## config.mk

```make
export PLATFORM = sky130hd
export DESIGN_NAME = alu_control_md_flat
export DESIGN_NICKNAME = d
export VERILOG_FILES = /design/src/rtl/alu_control_md_pkg.sv /design/src/rtl/alu_control_md_if.sv /design/src/rtl/alu_control_md_sequencer.sv /design/src/rtl/alu_control_md.sv /design/src/flat_wrapper.sv
export SDC_FILE = /design/constraint.sdc
export NUM_CORES = 1
export LEC_CHECK = 0
export ABC_AREA = 1
export CAP_MARGIN = 25
export CORE_MARGIN = 4
export CORE_UTILIZATION = 30
export CTS_BUF_LIST = sky130_fd_sc_hd__clkbuf_8
export DETAILED_ROUTE_END_ITERATION = 8
export PLACE_DENSITY_LB_ADDON = 0.1
export SYNTH_ARGS = -nofsm -noshare
export SYNTH_HDL_FRONTEND = slang
export SYNTH_HIERARCHICAL = 1
export SYNTH_SLANG_ARGS = --single-unit
export TNS_END_PERCENT = 5
```

## constraint.sdc

```tcl
create_clock -name clk -period 4 [get_ports clk]
set_input_delay 0.4 -clock clk [delete_from_list [all_inputs] [get_ports clk]]
set_output_delay 0.4 -clock clk [all_outputs]
set_load 0.02 [all_outputs]
```

## src/rtl/alu_control_md_pkg.sv

```systemverilog
// Shared constants for the ALU control unit with mul/div sequencer:
// ALUOp classes, funct codes, ALU/HI-LO operation codes and FSM states.
package alu_control_md_pkg;

    // Operation classes driven by the main Control unit
    localparam logic [2:0] ALUOP_LUI    = 3'b000;
    localparam logic [2:0] ALUOP_ORI    = 3'b001;
    localparam logic [2:0] ALUOP_ADDI   = 3'b010;
    localparam logic [2:0] ALUOP_MEM    = 3'b011;
    localparam logic [2:0] ALUOP_BRANCH = 3'b100;
    localparam logic [2:0] ALUOP_RTYPE  = 3'b111;

    // R-type funct field values
    localparam logic [5:0] F_SLL   = 6'b000000;
    localparam logic [5:0] F_SRL   = 6'b000010;
    localparam logic [5:0] F_JR    = 6'b001000;
    localparam logic [5:0] F_MFHI  = 6'b010000;
    localparam logic [5:0] F_MFLO  = 6'b010010;
    localparam logic [5:0] F_MULT  = 6'b011000;
    localparam logic [5:0] F_MULTU = 6'b011001;
    localparam logic [5:0] F_DIV   = 6'b011010;
    localparam logic [5:0] F_DIVU  = 6'b011011;
    localparam logic [5:0] F_ADD   = 6'b100000;
    localparam logic [5:0] F_SUB   = 6'b100010;
    localparam logic [5:0] F_AND   = 6'b100100;
    localparam logic [5:0] F_OR    = 6'b100101;
    localparam logic [5:0] F_NOR   = 6'b100111;

    // ALU / HI-LO operation codes
    typedef enum logic [3:0] {
        CTRL_AND  = 4'b0000,
        CTRL_OR   = 4'b0001,
        CTRL_NOR  = 4'b0010,
        CTRL_ADD  = 4'b0011,
        CTRL_SUB  = 4'b0100,
        CTRL_LUI  = 4'b0101,
        CTRL_SLL  = 4'b0110,
        CTRL_SRL  = 4'b0111,
        CTRL_JR   = 4'b1000,
        CTRL_NONE = 4'b1001,
        CTRL_MULT = 4'b1010,
        CTRL_DIV  = 4'b1011,
        CTRL_MFHI = 4'b1100,
        CTRL_MFLO = 4'b1101
    } ctrl_e;

    // Mul/div sequencer states
    typedef enum logic [1:0] {
        ST_IDLE = 2'b00,
        ST_RUN  = 2'b01,
        ST_DONE = 2'b10
    } md_state_e;

endpackage

```

## src/rtl/alu_control_md_if.sv

```systemverilog
// Decode-side bus of the ALU control unit: instruction fields in,
// operation code and mul/div strobes out.
interface alu_control_md_if #(
    parameter int ALUOP_WIDTH = 3,
    parameter int CTRL_WIDTH  = 4
);
    logic                   Valid;
    logic [ALUOP_WIDTH-1:0] ALUOp;
    logic [5:0]             ALUFunction;
    logic [CTRL_WIDTH-1:0]  ALUOperation;
    logic                   MDStart;
    logic                   MDStep;
    logic                   MDSigned;
    logic                   MDDiv;
    logic                   HILOWrite;
    logic                   Stall;
    logic                   Busy;

    // Control / pipeline side
    modport master (
        output Valid, ALUOp, ALUFunction,
        input  ALUOperation, MDStart, MDStep, MDSigned, MDDiv,
               HILOWrite, Stall, Busy
    );

    // ALU control unit side
    modport slave (
        input  Valid, ALUOp, ALUFunction,
        output ALUOperation, MDStart, MDStep, MDSigned, MDDiv,
               HILOWrite, Stall, Busy
    );
endinterface

```

## src/rtl/alu_control_md_sequencer.sv

```systemverilog
// Iterative mul/div sequencer: IDLE -> RUN (DATA_WIDTH steps) -> DONE.
// Owns the step counter and the signed/divide flags latched at start.
module alu_md_sequencer
    import alu_control_md_pkg::*;
#(
    parameter int DATA_WIDTH = 32
) (
    input  logic      clk,
    input  logic      reset,
    input  logic      start_req,
    input  logic      req_signed,
    input  logic      req_div,
    output logic      md_start,
    output logic      md_step,
    output logic      hilo_write,
    output logic      stall,
    output logic      busy,
    output logic      md_signed,
    output logic      md_div,
    output md_state_e state
);

    localparam int CNT_W = (DATA_WIDTH > 2) ? $clog2(DATA_WIDTH) : 1;
    localparam logic [CNT_W-1:0] CNT_LAST = CNT_W'(DATA_WIDTH - 1);

    md_state_e        state_reg, state_next;
    logic [CNT_W-1:0] cnt_reg, cnt_next;
    logic             signed_reg, signed_next;
    logic             div_reg, div_next;

    // State, counter and latched flags; active-low reset returns to IDLE
    always_ff @(posedge clk) begin
        if (!reset) begin
            state_reg  <= ST_IDLE;
            cnt_reg    <= '0;
            signed_reg <= 1'b0;
            div_reg    <= 1'b0;
        end else begin
            state_reg  <= state_next;
            cnt_reg    <= cnt_next;
            signed_reg <= signed_next;
            div_reg    <= div_next;
        end
    end

    // Next state and strobes; all strobes forced low while reset is held
    always_comb begin
        state_next  = state_reg;
        cnt_next    = cnt_reg;
        signed_next = signed_reg;
        div_next    = div_reg;
        md_start    = 1'b0;
        md_step     = 1'b0;
        hilo_write  = 1'b0;
        stall       = 1'b0;
        case (state_reg)
            ST_IDLE: begin
                if (start_req) begin
                    md_start    = 1'b1;
                    stall       = 1'b1;
                    signed_next = req_signed;
                    div_next    = req_div;
                    cnt_next    = '0;
                    state_next  = ST_RUN;
                end
            end
            ST_RUN: begin
                md_step = 1'b1;
                stall   = 1'b1;
                // Hold the counter on the final step so it never wraps
                if (cnt_reg == CNT_LAST) begin
                    state_next = ST_DONE;
                end else begin
                    cnt_next = cnt_reg + CNT_W'(1);
                end
            end
            ST_DONE: begin
                // Instruction retires here; decode input deliberately ignored
                hilo_write = 1'b1;
                state_next = ST_IDLE;
            end
            default: state_next = ST_IDLE;
        endcase
        if (!reset) begin
            md_start   = 1'b0;
            md_step    = 1'b0;
            hilo_write = 1'b0;
            stall      = 1'b0;
        end
    end

    assign busy      = reset && (state_reg != ST_IDLE);
    assign md_signed = reset && signed_reg;
    assign md_div    = reset && div_reg;
    assign state     = state_reg;

endmodule

```

## src/rtl/alu_control_md.sv

```systemverilog
// ALU control unit: combinational {ALUOp, funct} decode plus an
// iterative mul/div sequencer that stalls the pipeline while it runs.
module alu_control_md
    import alu_control_md_pkg::*;
#(
    parameter int DATA_WIDTH  = 32,
    parameter int ALUOP_WIDTH = 3,
    parameter int CTRL_WIDTH  = 4
) (
    input  logic              clk,
    input  logic              reset,
    alu_control_md_if.slave   bus
);

    localparam logic [ALUOP_WIDTH-1:0] OP_LUI    = ALUOP_WIDTH'(ALUOP_LUI);
    localparam logic [ALUOP_WIDTH-1:0] OP_ORI    = ALUOP_WIDTH'(ALUOP_ORI);
    localparam logic [ALUOP_WIDTH-1:0] OP_ADDI   = ALUOP_WIDTH'(ALUOP_ADDI);
    localparam logic [ALUOP_WIDTH-1:0] OP_MEM    = ALUOP_WIDTH'(ALUOP_MEM);
    localparam logic [ALUOP_WIDTH-1:0] OP_BRANCH = ALUOP_WIDTH'(ALUOP_BRANCH);
    localparam logic [ALUOP_WIDTH-1:0] OP_RTYPE  = ALUOP_WIDTH'(ALUOP_RTYPE);

    logic      valid_eff;
    logic      md_req;
    ctrl_e     dec_code;
    ctrl_e     op_code;
    md_state_e seq_state;

    // Valid is treated as 0 while reset is held
    assign valid_eff = bus.Valid && reset;
    // MULT/MULTU/DIV/DIVU share funct prefix 0110; bit0 = unsigned, bit1 = divide
    assign md_req    = valid_eff && (bus.ALUOp == OP_RTYPE)
                       && (bus.ALUFunction[5:2] == F_MULT[5:2]);

    // Single-cycle decode of the operation class and funct field
    always_comb begin
        dec_code = CTRL_NONE;
        if (valid_eff) begin
            casez ({bus.ALUOp, bus.ALUFunction})
                {OP_LUI,    6'b??????}: dec_code = CTRL_LUI;
                {OP_ORI,    6'b??????}: dec_code = CTRL_OR;
                {OP_ADDI,   6'b??????},
                {OP_MEM,    6'b??????}: dec_code = CTRL_ADD;
                {OP_BRANCH, 6'b??????}: dec_code = CTRL_SUB;
                {OP_RTYPE,  F_AND}:     dec_code = CTRL_AND;
                {OP_RTYPE,  F_OR}:      dec_code = CTRL_OR;
                {OP_RTYPE,  F_NOR}:     dec_code = CTRL_NOR;
                {OP_RTYPE,  F_ADD}:     dec_code = CTRL_ADD;
                {OP_RTYPE,  F_SUB}:     dec_code = CTRL_SUB;
                {OP_RTYPE,  F_SLL}:     dec_code = CTRL_SLL;
                {OP_RTYPE,  F_SRL}:     dec_code = CTRL_SRL;
                {OP_RTYPE,  F_JR}:      dec_code = CTRL_JR;
                {OP_RTYPE,  F_MFHI}:    dec_code = CTRL_MFHI;
                {OP_RTYPE,  F_MFLO}:    dec_code = CTRL_MFLO;
                {OP_RTYPE,  F_MULT},
                {OP_RTYPE,  F_MULTU}:   dec_code = CTRL_MULT;
                {OP_RTYPE,  F_DIV},
                {OP_RTYPE,  F_DIVU}:    dec_code = CTRL_DIV;
                default:                dec_code = CTRL_NONE;
            endcase
        end
    end

    alu_md_sequencer #(
        .DATA_WIDTH (DATA_WIDTH)
    ) u_seq (
        .clk        (clk),
        .reset      (reset),
        .start_req  (md_req),
        .req_signed (~bus.ALUFunction[0]),
        .req_div    (bus.ALUFunction[1]),
        .md_start   (bus.MDStart),
        .md_step    (bus.MDStep),
        .hilo_write (bus.HILOWrite),
        .stall      (bus.Stall),
        .busy       (bus.Busy),
        .md_signed  (bus.MDSigned),
        .md_div     (bus.MDDiv),
        .state      (seq_state)
    );

    // Outside IDLE the latched mul/div code overrides the live decode
    always_comb begin
        op_code = dec_code;
        if (reset && (seq_state != ST_IDLE)) begin
            op_code = bus.MDDiv ? CTRL_DIV : CTRL_MULT;
        end
    end

    assign bus.ALUOperation = CTRL_WIDTH'(op_code);

endmodule

```

## src/flat_wrapper.sv

```systemverilog
// flat-port wrapper written by rule: the top's interface ports become plain ports
module alu_control_md_flat import alu_control_md_pkg::*;
#(
    parameter int DATA_WIDTH  = 32,
    parameter int ALUOP_WIDTH = 3,
    parameter int CTRL_WIDTH  = 4
)
  (clk, reset, bus_Valid, bus_ALUOp, bus_ALUFunction, bus_ALUOperation, bus_MDStart, bus_MDStep, bus_MDSigned, bus_MDDiv, bus_HILOWrite, bus_Stall, bus_Busy);
  alu_control_md_if #(.ALUOP_WIDTH(ALUOP_WIDTH), .CTRL_WIDTH(CTRL_WIDTH)) bus_i ();
  input  logic clk;
  input  logic reset;
  input wire logic [$bits(bus_i.Valid)-1:0] bus_Valid;
  input wire logic [$bits(bus_i.ALUOp)-1:0] bus_ALUOp;
  input wire logic [$bits(bus_i.ALUFunction)-1:0] bus_ALUFunction;
  output wire logic [$bits(bus_i.ALUOperation)-1:0] bus_ALUOperation;
  output wire logic [$bits(bus_i.MDStart)-1:0] bus_MDStart;
  output wire logic [$bits(bus_i.MDStep)-1:0] bus_MDStep;
  output wire logic [$bits(bus_i.MDSigned)-1:0] bus_MDSigned;
  output wire logic [$bits(bus_i.MDDiv)-1:0] bus_MDDiv;
  output wire logic [$bits(bus_i.HILOWrite)-1:0] bus_HILOWrite;
  output wire logic [$bits(bus_i.Stall)-1:0] bus_Stall;
  output wire logic [$bits(bus_i.Busy)-1:0] bus_Busy;
  assign bus_i.Valid = bus_Valid;
  assign bus_i.ALUOp = bus_ALUOp;
  assign bus_i.ALUFunction = bus_ALUFunction;
  assign bus_ALUOperation = bus_i.ALUOperation;
  assign bus_MDStart = bus_i.MDStart;
  assign bus_MDStep = bus_i.MDStep;
  assign bus_MDSigned = bus_i.MDSigned;
  assign bus_MDDiv = bus_i.MDDiv;
  assign bus_HILOWrite = bus_i.HILOWrite;
  assign bus_Stall = bus_i.Stall;
  assign bus_Busy = bus_i.Busy;
  alu_control_md #(.DATA_WIDTH(DATA_WIDTH), .ALUOP_WIDTH(ALUOP_WIDTH), .CTRL_WIDTH(CTRL_WIDTH)) u_core (.clk(clk), .reset(reset), .bus(bus_i));
endmodule
```

==> results.yml, run 1 <==
run_status:
  status: "completed"
logic_synthesis:
  yosysWarnings: 6
  synth.yosys.seq_area_share: 0.2045
  synth.distinct_cells: 19
  netlist_instances: 162
  synth_area_per_cell_sq_um: 5.437
  netlist_area_sq_um: 880.8
  synth_fp_nets: 176
  ys_ff_latch: 9
clocking:
  cts_setup_buffers: 0
  clk_pin_slew_ns: 0.04
  cts_root_buffer: "clkbuf_8"
  cts_buffer_depth: 2
  cts_hold_buffers: 0
  cts_tree: "done"
  numCtsBuffers: 3
  cts.sinks: 9
  cts_resized: 0
  clock_latency_ns: 0.23
  htreeDepth: 1
setup_path:
  crit_path_start: "bus_ALUOp[2]"
  end_kind: "output pin"
  critPathKind: "input pin to output pin"
  r2r-start: "u_core/u_seq/cnt_reg[0]$_SDFFE_PN0P_"
  crit_fanout: 10
  critPathLaunchType: "input pin"
  required_ns: 3.60
  crit_arrival_ns: 2.59
sta:
  rsz0062_at_grt: "no"
  fmax_mhz: 334.0
  period_share: 0.7486
  finalHoldViolCount: 0
  final.setup.tns_ns: 0
  slew_viol_final: 0
  slew_headroom: 0.7372
  layout_min_cycle_time_ns: 2.994
  tightest_slew_ns: 0.3929
  fin_worst_skew_ns: 0.002066
  setup_viol: 0
power_and_ir_drop:
  irDropWorstVdd_uv: 219.2
  power.internal_uw: 177.4
  switching_share: 0.2593
  p_switching_uw: 62.12
  power_frac_clock: 0.428
  p_seq_frac: 0.377
  comb_power_share: 0.195
  power_density_nw_per_um2: 205.4
  power_leakage_nw: 0.5965
final_layout:
  postLayoutCoreUtil: 0.4193
  layout-drive-gt1-share: 0.1075
  n_antenna_cell: 0
  fin_cells: 217
  area_growth_syn_to_layout_pct: 32.39
  layout.nets: 201
  postLayoutCellArea_sq_um: 1166
  largest_register_ffs: 5
detailed_routing:
  post_drt_wl_per_cell_microns: 9.982
  firstDrtPassIters: 4
  vias: 1005
  drc: 0
  first_iter_violations: 36
  vias_per_cell: 4.631
  drtAntennaViolNets: 0
  wirelength_microns: 2166
global_routing:
  grt_pass1_vias: 968
  grt_max_degree: 12
  antenna_found_initial: 0
  grt_usage: 0.1129
  grt_pass1_wl_microns: 3739
  grt_overflow: 0
placed_design:
  place_congestion: 0.8103
  port_buffers: 22
  place_area_sq_um: 1121
  dpl.cell_count: 213
  dp_hpwl_microns: 1868
floorplan:
  fp.dieW_microns: 62.19
  core-area_sq_um: 2781
  pin_count: 23
  start_util: 0.3167
  row_count: 19
  fp.dieArea_sq_um: 3867
  fp.dieH_microns: 62.19
run:
  cap_viol_max_count: 0
worst_hold_path:
  hp-class: "flop to flop"
  hp-start: "u_core/u_seq/signed_reg$_SDFFE_PN0P_"
## power by group through the flow
stage	registers (mW)	logic [mW]	clock network, mW
6_report	0.0904	0.0467	0.102
3_5_place_dp	0.0920	0.0471	0
4_1_cts	0.0903	0.0473	0.108
5_1_grt	0.0903	0.0519	0.111
2_1_floorplan	0.0920	0.0271	0
3_3_place_gp	0.0920	0.0466	0
## worst paths after layout
kind | endpoint | slack [ns] | cells after the start
max reg2reg | u_core/u_seq/cnt_reg[4]$_SDFFE_PN0P_ | 2.43 | 9
min | u_core/u_seq/signed_reg$_SDFFE_PN0P_ | 0.46 | 2
max | bus_Stall | 1.01 | 10
min reg2reg | u_core/u_seq/signed_reg$_SDFFE_PN0P_ | 0.46 | 2
## layout by cell type (no fill, tap or decap), drive strengths merged
cell and instances:
clkdlybuf4s50 22, nor2 36, dfxtp 9, inv 31
clkbuf 3, nand4 2, nor3 4, nand3 16
ha 2, a21oi 8, nand2 50, o21ai 3
## layout make-up
type	count	area [sq um]
clock buffers	3	41.29
clock inverters	1	3.754
fillers	324	1615
inverters	30	112.6
multi-input cells	121	569.3
flip-flops and latches	9	180.2
well taps	31	38.79
repair buffers	22	220.2
## cell families (layout without fill, tap and decap cells)
kind of cell	count (synthesis)	count (layout)	share of synthesized area
adders and majority gates	2	2	0.02840
DFF	9	9	0.2045
and+or+nand+nor	108	108	0.5511
AOI/OAI and AO/OA	11	11	0.06675
buffers and inverters	32	56	0.1491
## layer usage
| layer | global-route usage | share of wire |
|---|---|---|
| met5 | 0 | 0 |
| met4 | 0.05149 | 0.027 |
| met3 | 0.01802 | 0.032 |
| met2 | 0.2228 | 0.54 |
| met1 | 0.1114 | 0.40 |
## synth_stat cells
library cell  count  area (sq um)
nand2_2           4         25.02
ha_1              2         25.02
nor2_1           32         120.1
nor2_4            1         11.26
nor2_2            3         18.77
a21oi_1           7         35.03
o21ai_0           3         15.01
nand4_1           2         12.51
nand2_1          44         165.2
nand3_2           2         20.02
nand3_1          14         70.07
dfxtp_1           9         180.2
inv_2             4         15.01
inv_1            26         97.59
buf_6             1         11.26
nor3_1            4         20.02
buf_4             1         7.510
a21oi_2           1         8.760
nand2_4           2         22.52
## critical path, cell delays in order
cell	delay, ns
clkdlybuf4s50_1	0.67
nand3_1	0.12
nor2_1	0.13
nand2_1	0.13
nor2_1	0.22
nand2_4	0.12
inv_2	0.06
nand2_2	0.06
nand2_1	0.08
clkdlybuf4s50_1	0.60
## through the flow
step           power, mW  setup WS [ns]  hold WS, ns
2_1_floorplan     0.1191          2.228       0.4422
3_3_place_gp      0.1386         0.9598       0.4606
3_5_place_dp      0.1391         0.9833       0.4655
4_1_cts           0.2455         0.9784       0.4722
5_1_grt           0.2527         0.8163       0.4938
6_report          0.2396          1.006       0.4643
Power figures use the tool's default switching activity.
==> run 2, diff against run 1 <==
==> constraint.sdc (replaced) <==
create_clock -name clk -period 2.8 [get_ports clk]
set_input_delay 0.28 -clock clk [delete_from_list [all_inputs] [get_ports clk]]
set_output_delay 0.28 -clock clk [all_outputs]
set_load 0.02 [all_outputs]
==> run 2 against run 1 <==
Worst hold slack better by 0.011 ns. Clock-buffer cell count stayed put. Sequential power is 43% higher. Non-clock buffer count is 2 higher. Via count hardly changed. Core utilization is 0.63 points higher. Critical path depth is 2 lower. Design area is 1.5% higher. Critical path type unchanged. Critical endpoint is now bus_ALUOperation[0]. Largest cell class unchanged. Largest power group unchanged. Highest routed layer unchanged.
==> results.yml, run 2 (synthesis gave the netlist of run 1 again) <==
run_status:
  status: "completed"
setup_path:
  crit_fanout: 5
  end_kind: "output pin"
  required_ns: 2.52
  cp_slowest_stage_delay_ns: 0.62
  critPathLaunchType: "input pin"
  cp_top_family: "buffers and inverters"
  cpMaxStageDelayCell: "clkdlybuf4s50_1"
  crit_arrival_ns: 2.26
  crit_buf_inv: 2
  path_cells: "clkdlybuf4s50_1, nand2_2, nor2_1, nand2_1, a21oi_1, nor2_1, a21oi_1, clkdlybuf4s50_1"
  critPathKind: "input pin to output pin"
final_layout:
  fillers: 301
  layout_common_cells: "44 x nand2_1, 31 x nor2_1, 27 x inv_1"
  layout.nets: 203
  layout-drive-gt1-share: 0.1223
  largest_register_ffs: 5
  n_antenna_cell: 0
  fin_cells: 219
  postLayoutCoreUtil: 0.4256
  area_growth_syn_to_layout_pct: 34.38
  layout_commonest_cell: "nand2_1"
clocking:
  cts_hold_buffers: 0
  clock_latency_ns: 0.23
  htreeDepth: 1
  numCtsBuffers: 3
  cts_setup_buffers: 0
  clk_pin_slew_ns: 0.04
  cts_buffer_depth: 2
  cts_tree: "done"
  cts.sinks: 9
  cts_root_buffer: "clkbuf_8"
run:
  cap_viol_max_count: 0
power_and_ir_drop:
  irDropWorstVdd_uv: 308.5
  p_seq_frac: 0.376
  power.internal_uw: 255.3
  power_leakage_nw: 0.6060
  p_switching_uw: 88.38
  power_frac_clock: 0.421
  comb_power_share: 0.203
  switching_share: 0.2572
  power_density_nw_per_um2: 290.3
global_routing:
  grt_usage: 0.1206
  grt_max_degree: 11
  grt_pass1_wl_microns: 3926
  grt_pass1_vias: 1029
  grt_overflow: 0
  antenna_found_initial: 0
floorplan:
  pin_count: 23
  fp.dieH_microns: 62.19
  row_count: 19
  fp.dieW_microns: 62.19
  fp.dieArea_sq_um: 3867
  start_util: 0.3167
  core-area_sq_um: 2781
sta:
  final.setup.tns_ns: 0
  finalHoldViolCount: 0
  tightest_slew_ns: 0.4189
  rsz0062_at_grt: "no"
  period_share: 0.9063
  setup_viol: 0
  fmax_mhz: 394.1
  slew_viol_final: 0
  layout_min_cycle_time_ns: 2.538
  slew_headroom: 0.7186
  fin_worst_skew_ns: 0.005568
  timing.hold.ws_ns: 0.4756
  finalWorstSetupSlack_ns: 0.2625
detailed_routing:
  wirelength_microns: 2201
  drtAntennaViolNets: 0
  firstDrtPassIters: 4
  post_drt_wl_per_cell_microns: 10.05
  vias_per_cell: 4.584
  drc: 0
  first_iter_violations: 30
  vias: 1004
placed_design:
  port_buffers: 22
  dp_hpwl_microns: 1897
  dpl.cell_count: 215
  place_congestion: 0.7760
  post-place-ws_ns: 0.1913
worst_hold_path:
  hp-class: "flop to flop"
-- run 2: cell count changes in the layout (fill, tap and decap cells not counted), sizes merged --
cell,before,now
buf,0,2
-- run 2: stage by stage --
stage,total power [mW],area (sq um)
detailed placement,0.2010,1136
CTS,0.3477,1181
global route,0.3607,1184
floorplan,0.1701,880.8
finish,0.3437,1184
global placement,0.2008,1136
-- run 2: worst min-delay path, cell delays in order (launching register included) --
cell and delay, ns:
dfxtp_1 0.32, inv_1 0.07, a21oi_2 0.04
-- run 2: worst paths after layout --
check / endpoint / slack, ns / from / cells past startpoint
worst min-delay path: u_core/u_seq/cnt_reg[2]$_SDFFE_PN0P_ / 0.48 / u_core/u_seq/cnt_reg[2]$_SDFFE_PN0P_ / 2
worst min register to register: u_core/u_seq/cnt_reg[2]$_SDFFE_PN0P_ / 0.48 / u_core/u_seq/cnt_reg[2]$_SDFFE_PN0P_ / 2
worst max register to register: u_core/u_seq/cnt_reg[4]$_SDFFE_PN0P_ / 1.24 / u_core/u_seq/cnt_reg[0]$_SDFFE_PN0P_ / 9
worst max-delay path: bus_ALUOperation[0] / 0.26 / bus_ALUOp[0] / 8
-- run 2: metal layers --
| layer | GRT usage | wire length, microns | vias to the layer above | part of all wire |
|---|---|---|---|---|
| met5 | 0 | 0 | - | 0 |
| met4 | 0.07588 | 56 | 0 | 0.025 |
| met3 | 0.01622 | 58 | 6 | 0.026 |
| met2 | 0.2332 | 1186 | 14 | 0.54 |
| met1 | 0.1164 | 900 | 435 | 0.41 |
| li1 | - | - | 549 | - |
-- run 2: area by class of cell --
class	instances	area [sq um]	area share
Clock buffer	3	41.29	0.03488
Clock inverter	1	3.754	0.003171
Inverter	30	112.6	0.09514
Multi-Input combinational cell	121	571.8	0.4831
Sequential cell	9	180.2	0.1522
Tap cell	31	38.79	0.03277
Timing Repair Buffer	24	235.2	0.1987
-- run 2: power by group through the flow --
stage          Clock, mW  Combinational [mW]  Sequential, mW
2_1_floorplan          0              0.0387           0.131
3_3_place_gp           0              0.0693           0.131
3_5_place_dp           0              0.0695           0.131
4_1_cts            0.149              0.0699           0.129
5_1_grt            0.154              0.0775           0.129
6_report           0.145              0.0696           0.129
-- run 2: repair_timing --
action | in CTS | in global routing
resized for setup | 0 | 1
setup endpoints to repair | 0 | 2
endpoints found under the hold margin | 0 | 0
==> run 3, diff against run 2 <==
--- a/config.mk
+++ b/config.mk
@@ -11,7 +11,9 @@
 export CORE_UTILIZATION = 30
 export CTS_BUF_LIST = sky130_fd_sc_hd__clkbuf_8
 export DETAILED_ROUTE_END_ITERATION = 8
+export GPL_TIMING_DRIVEN = 0
 export PLACE_DENSITY_LB_ADDON = 0.1
+export SETUP_SLACK_MARGIN = 0.15
 export SYNTH_ARGS = -nofsm -noshare
 export SYNTH_HDL_FRONTEND = slang
 export SYNTH_HIERARCHICAL = 1
==> run 3 against run 2 <==
Critical path depth grew 2. Routed wire length down 1.3%. Flip-flop and latch count did not move. Register-to-register slack improved by 0.04 ns. Non-clock buffer count down 1. Die area stayed put. First-iteration DRC count rose to 2.8 times the previous value. Core utilization fell by 0.13 points. Worst hold slack lost 0.016 ns. Critical path type unchanged. Critical endpoint is now bus_MDStart.
==> results.yml, run 3 (synthesis gave the netlist of run 1 again) <==
placed_design:
  place_congestion: 0.8366
  post-place-ws_ns: 0.1597
  port_buffers: 21
  dp_hpwl_microns: 1822
floorplan:
  pin_count: 23
  row_count: 19
  fp.dieArea_sq_um: 3867
  fp.dieH_microns: 62.19
  fp.dieW_microns: 62.19
  core-area_sq_um: 2781
  start_util: 0.3167
setup_path:
  crit_path_start: "bus_ALUOp[0]"
  worst-r2r-cell-count: 9
  r2r-end: "u_core/u_seq/cnt_reg[4]$_SDFFE_PN0P_"
  required_ns: 2.52
  cp_slowest_stage_delay_ns: 0.59
  endpoint: "bus_MDStart"
  r2r_slack_ns: 1.28
  cp_common_cell: "clkdlybuf4s50_1"
  critPathLaunchType: "input pin"
  critPathKind: "input pin to output pin"
  cp_top_family: "buffers and inverters"
  path_cells: "clkdlybuf4s50_1, nand3_1, nor2_1, nand2_1, nor2_2, nand2_4, inv_2, nand2_2, inv_1, clkdlybuf4s50_1"
  cpMaxStageDelayCell: "clkdlybuf4s50_1"
  crit_buf_inv: 4
  r2r-start: "u_core/u_seq/cnt_reg[0]$_SDFFE_PN0P_"
  end_kind: "output pin"
  crit_arrival_ns: 2.27
  crit_fanout: 6
  path_depth: 10
final_layout:
  fillers: 311
  layout-drive-gt1-share: 0.1230
  area_growth_syn_to_layout_pct: 33.95
  postLayoutCoreUtil: 0.4242
  layout.nets: 202
  largest_register_ffs: 5
  n_antenna_cell: 0
  layout_commonest_cell: "nand2_1"
  multi_input_area_sq_um: 571.8
  layout_common_cells: "44 x nand2_1, 31 x nor2_1, 27 x inv_1"
  regArea_sq_um: 180.2
global_routing:
  grt_usage: 0.1189
  grt_overflow: 0
  grt_pass1_vias: 950
  grt_pass1_wl_microns: 3912
  grt_max_degree: 11
  antenna_found_initial: 0
detailed_routing:
  wirelength_microns: 2173
  vias: 991
  firstDrtPassIters: 4
  vias_per_cell: 4.546
  post_drt_wl_per_cell_microns: 9.968
  drtAntennaViolNets: 0
  first_iter_violations: 83
  drc: 0
power_and_ir_drop:
  p_seq_frac: 0.371
  power_leakage_nw: 0.6220
  p_switching_uw: 93.06
  power_density_nw_per_um2: 295.0
  power.internal_uw: 255.0
  comb_power_share: 0.197
  switching_share: 0.2674
  power_frac_clock: 0.432
  irDropWorstVdd_uv: 268.9
sta:
  final.setup.tns_ns: 0
  setup_viol: 0
  fmax_mhz: 392.4
  finalWorstSetupSlack_ns: 0.2517
  layout_min_cycle_time_ns: 2.548
  period_share: 0.9101
  tightest_slew_ns: 0.3503
  slew_headroom: 0.7647
  fin_worst_skew_ns: 0.002102
  slew_viol_final: 0
  finalHoldViolCount: 0
  rsz0062_at_grt: "yes"
clocking:
  cts_setup_buffers: 0
  cts_root_buffer: "clkbuf_8"
  clock_latency_ns: 0.24
  htreeDepth: 1
  clk_pin_slew_ns: 0.04
  cts_buffer_depth: 2
  cts_tree: "done"
  cts.sinks: 9
  numCtsBuffers: 3
  cts_hold_buffers: 0
worst_hold_path:
  hp-class: "flop to flop"
run_status:
  status: "completed"
run:
  cap_viol_max_count: 0
## run 3: cell count changes in the layout (fill, tap and decap cells not counted)
cell / delta
dlymetal6s2s_1: +1
buf_6: +1
clkdlybuf4s50_1: -2
buf_4: -1
## run 3: worst min-delay path by stage
stage                                          from                                    to  slack, ns  cells past startpoint
5_1_grt        u_core/u_seq/signed_reg$_SDFFE_PN0P_  u_core/u_seq/signed_reg$_SDFFE_PN0P_       0.50                      2
2_1_floorplan                    bus_ALUFunction[1]     u_core/u_seq/div_reg$_SDFFE_PN0P_       0.43                      2
6_report          u_core/u_seq/div_reg$_SDFFE_PN0P_     u_core/u_seq/div_reg$_SDFFE_PN0P_       0.46                      2
3_3_place_gp   u_core/u_seq/signed_reg$_SDFFE_PN0P_  u_core/u_seq/signed_reg$_SDFFE_PN0P_       0.45                      2
3_5_place_dp      u_core/u_seq/div_reg$_SDFFE_PN0P_     u_core/u_seq/div_reg$_SDFFE_PN0P_       0.46                      2
4_1_cts           u_core/u_seq/div_reg$_SDFFE_PN0P_     u_core/u_seq/div_reg$_SDFFE_PN0P_       0.47                      2
## run 3: per-stage QoR
step	power [mW]	std cells	cell area, sq um	hold slack [ns]
3_5_place_dp	0.2000	214	1130	0.4596
4_1_cts	0.3544	218	1175	0.4660
6_report	0.3480	218	1180	0.4599
5_1_grt	0.3735	218	1180	0.5010
3_3_place_gp	0.1993	214	1130	0.4550
2_1_floorplan	0.1701	162	880.8	0.4287
## run 3: area by class of cell
cell class	instances	share of cell area
plain buffers	2	0.01591
clock buffers	3	0.03499
clock inverters	1	0.003181
inverters	30	0.09544
multi-input cells	121	0.4846
flip-flops and latches	9	0.1527
well taps	31	0.03287
repair buffers	21	0.1803
## run 3: per-layer routing
| metal | GRT usage | part of all wire |
|---|---|---|
| met4 | 0.05691 | 0.018 |
| met2 | 0.2137 | 0.53 |
| met5 | 0 | 0 |
| met3 | 0.01622 | 0.023 |
| met1 | 0.1354 | 0.43 |
## run 3: power by group through the flow
stage,clock network (mW),registers (mW),logic [mW]
floorplan,0,0.131,0.0387
global placement,0,0.131,0.0678
CTS,0.156,0.129,0.0690
detailed placement,0,0.131,0.0686
global route,0.167,0.129,0.0778
finish,0.150,0.129,0.0685
## run 3: worst reg2reg max path, cell delays in order (launching register included)
cell and delay [ns]:
dfxtp_1 0.36, ha_1 0.19, nand2_1 0.08, nor2_1 0.10, ha_1 0.19, inv_1 0.06, nand3_1 0.14, nand2_4 0.09
o21ai_0 0.16, nor2_1 0.05
## run 3: repair_timing
item / 4_1_cts / 5_1_grt
gates resized for setup: 0 / 2
endpoints found under the setup margin: 0 / 5
endpoints found under the hold margin: 0 / 0
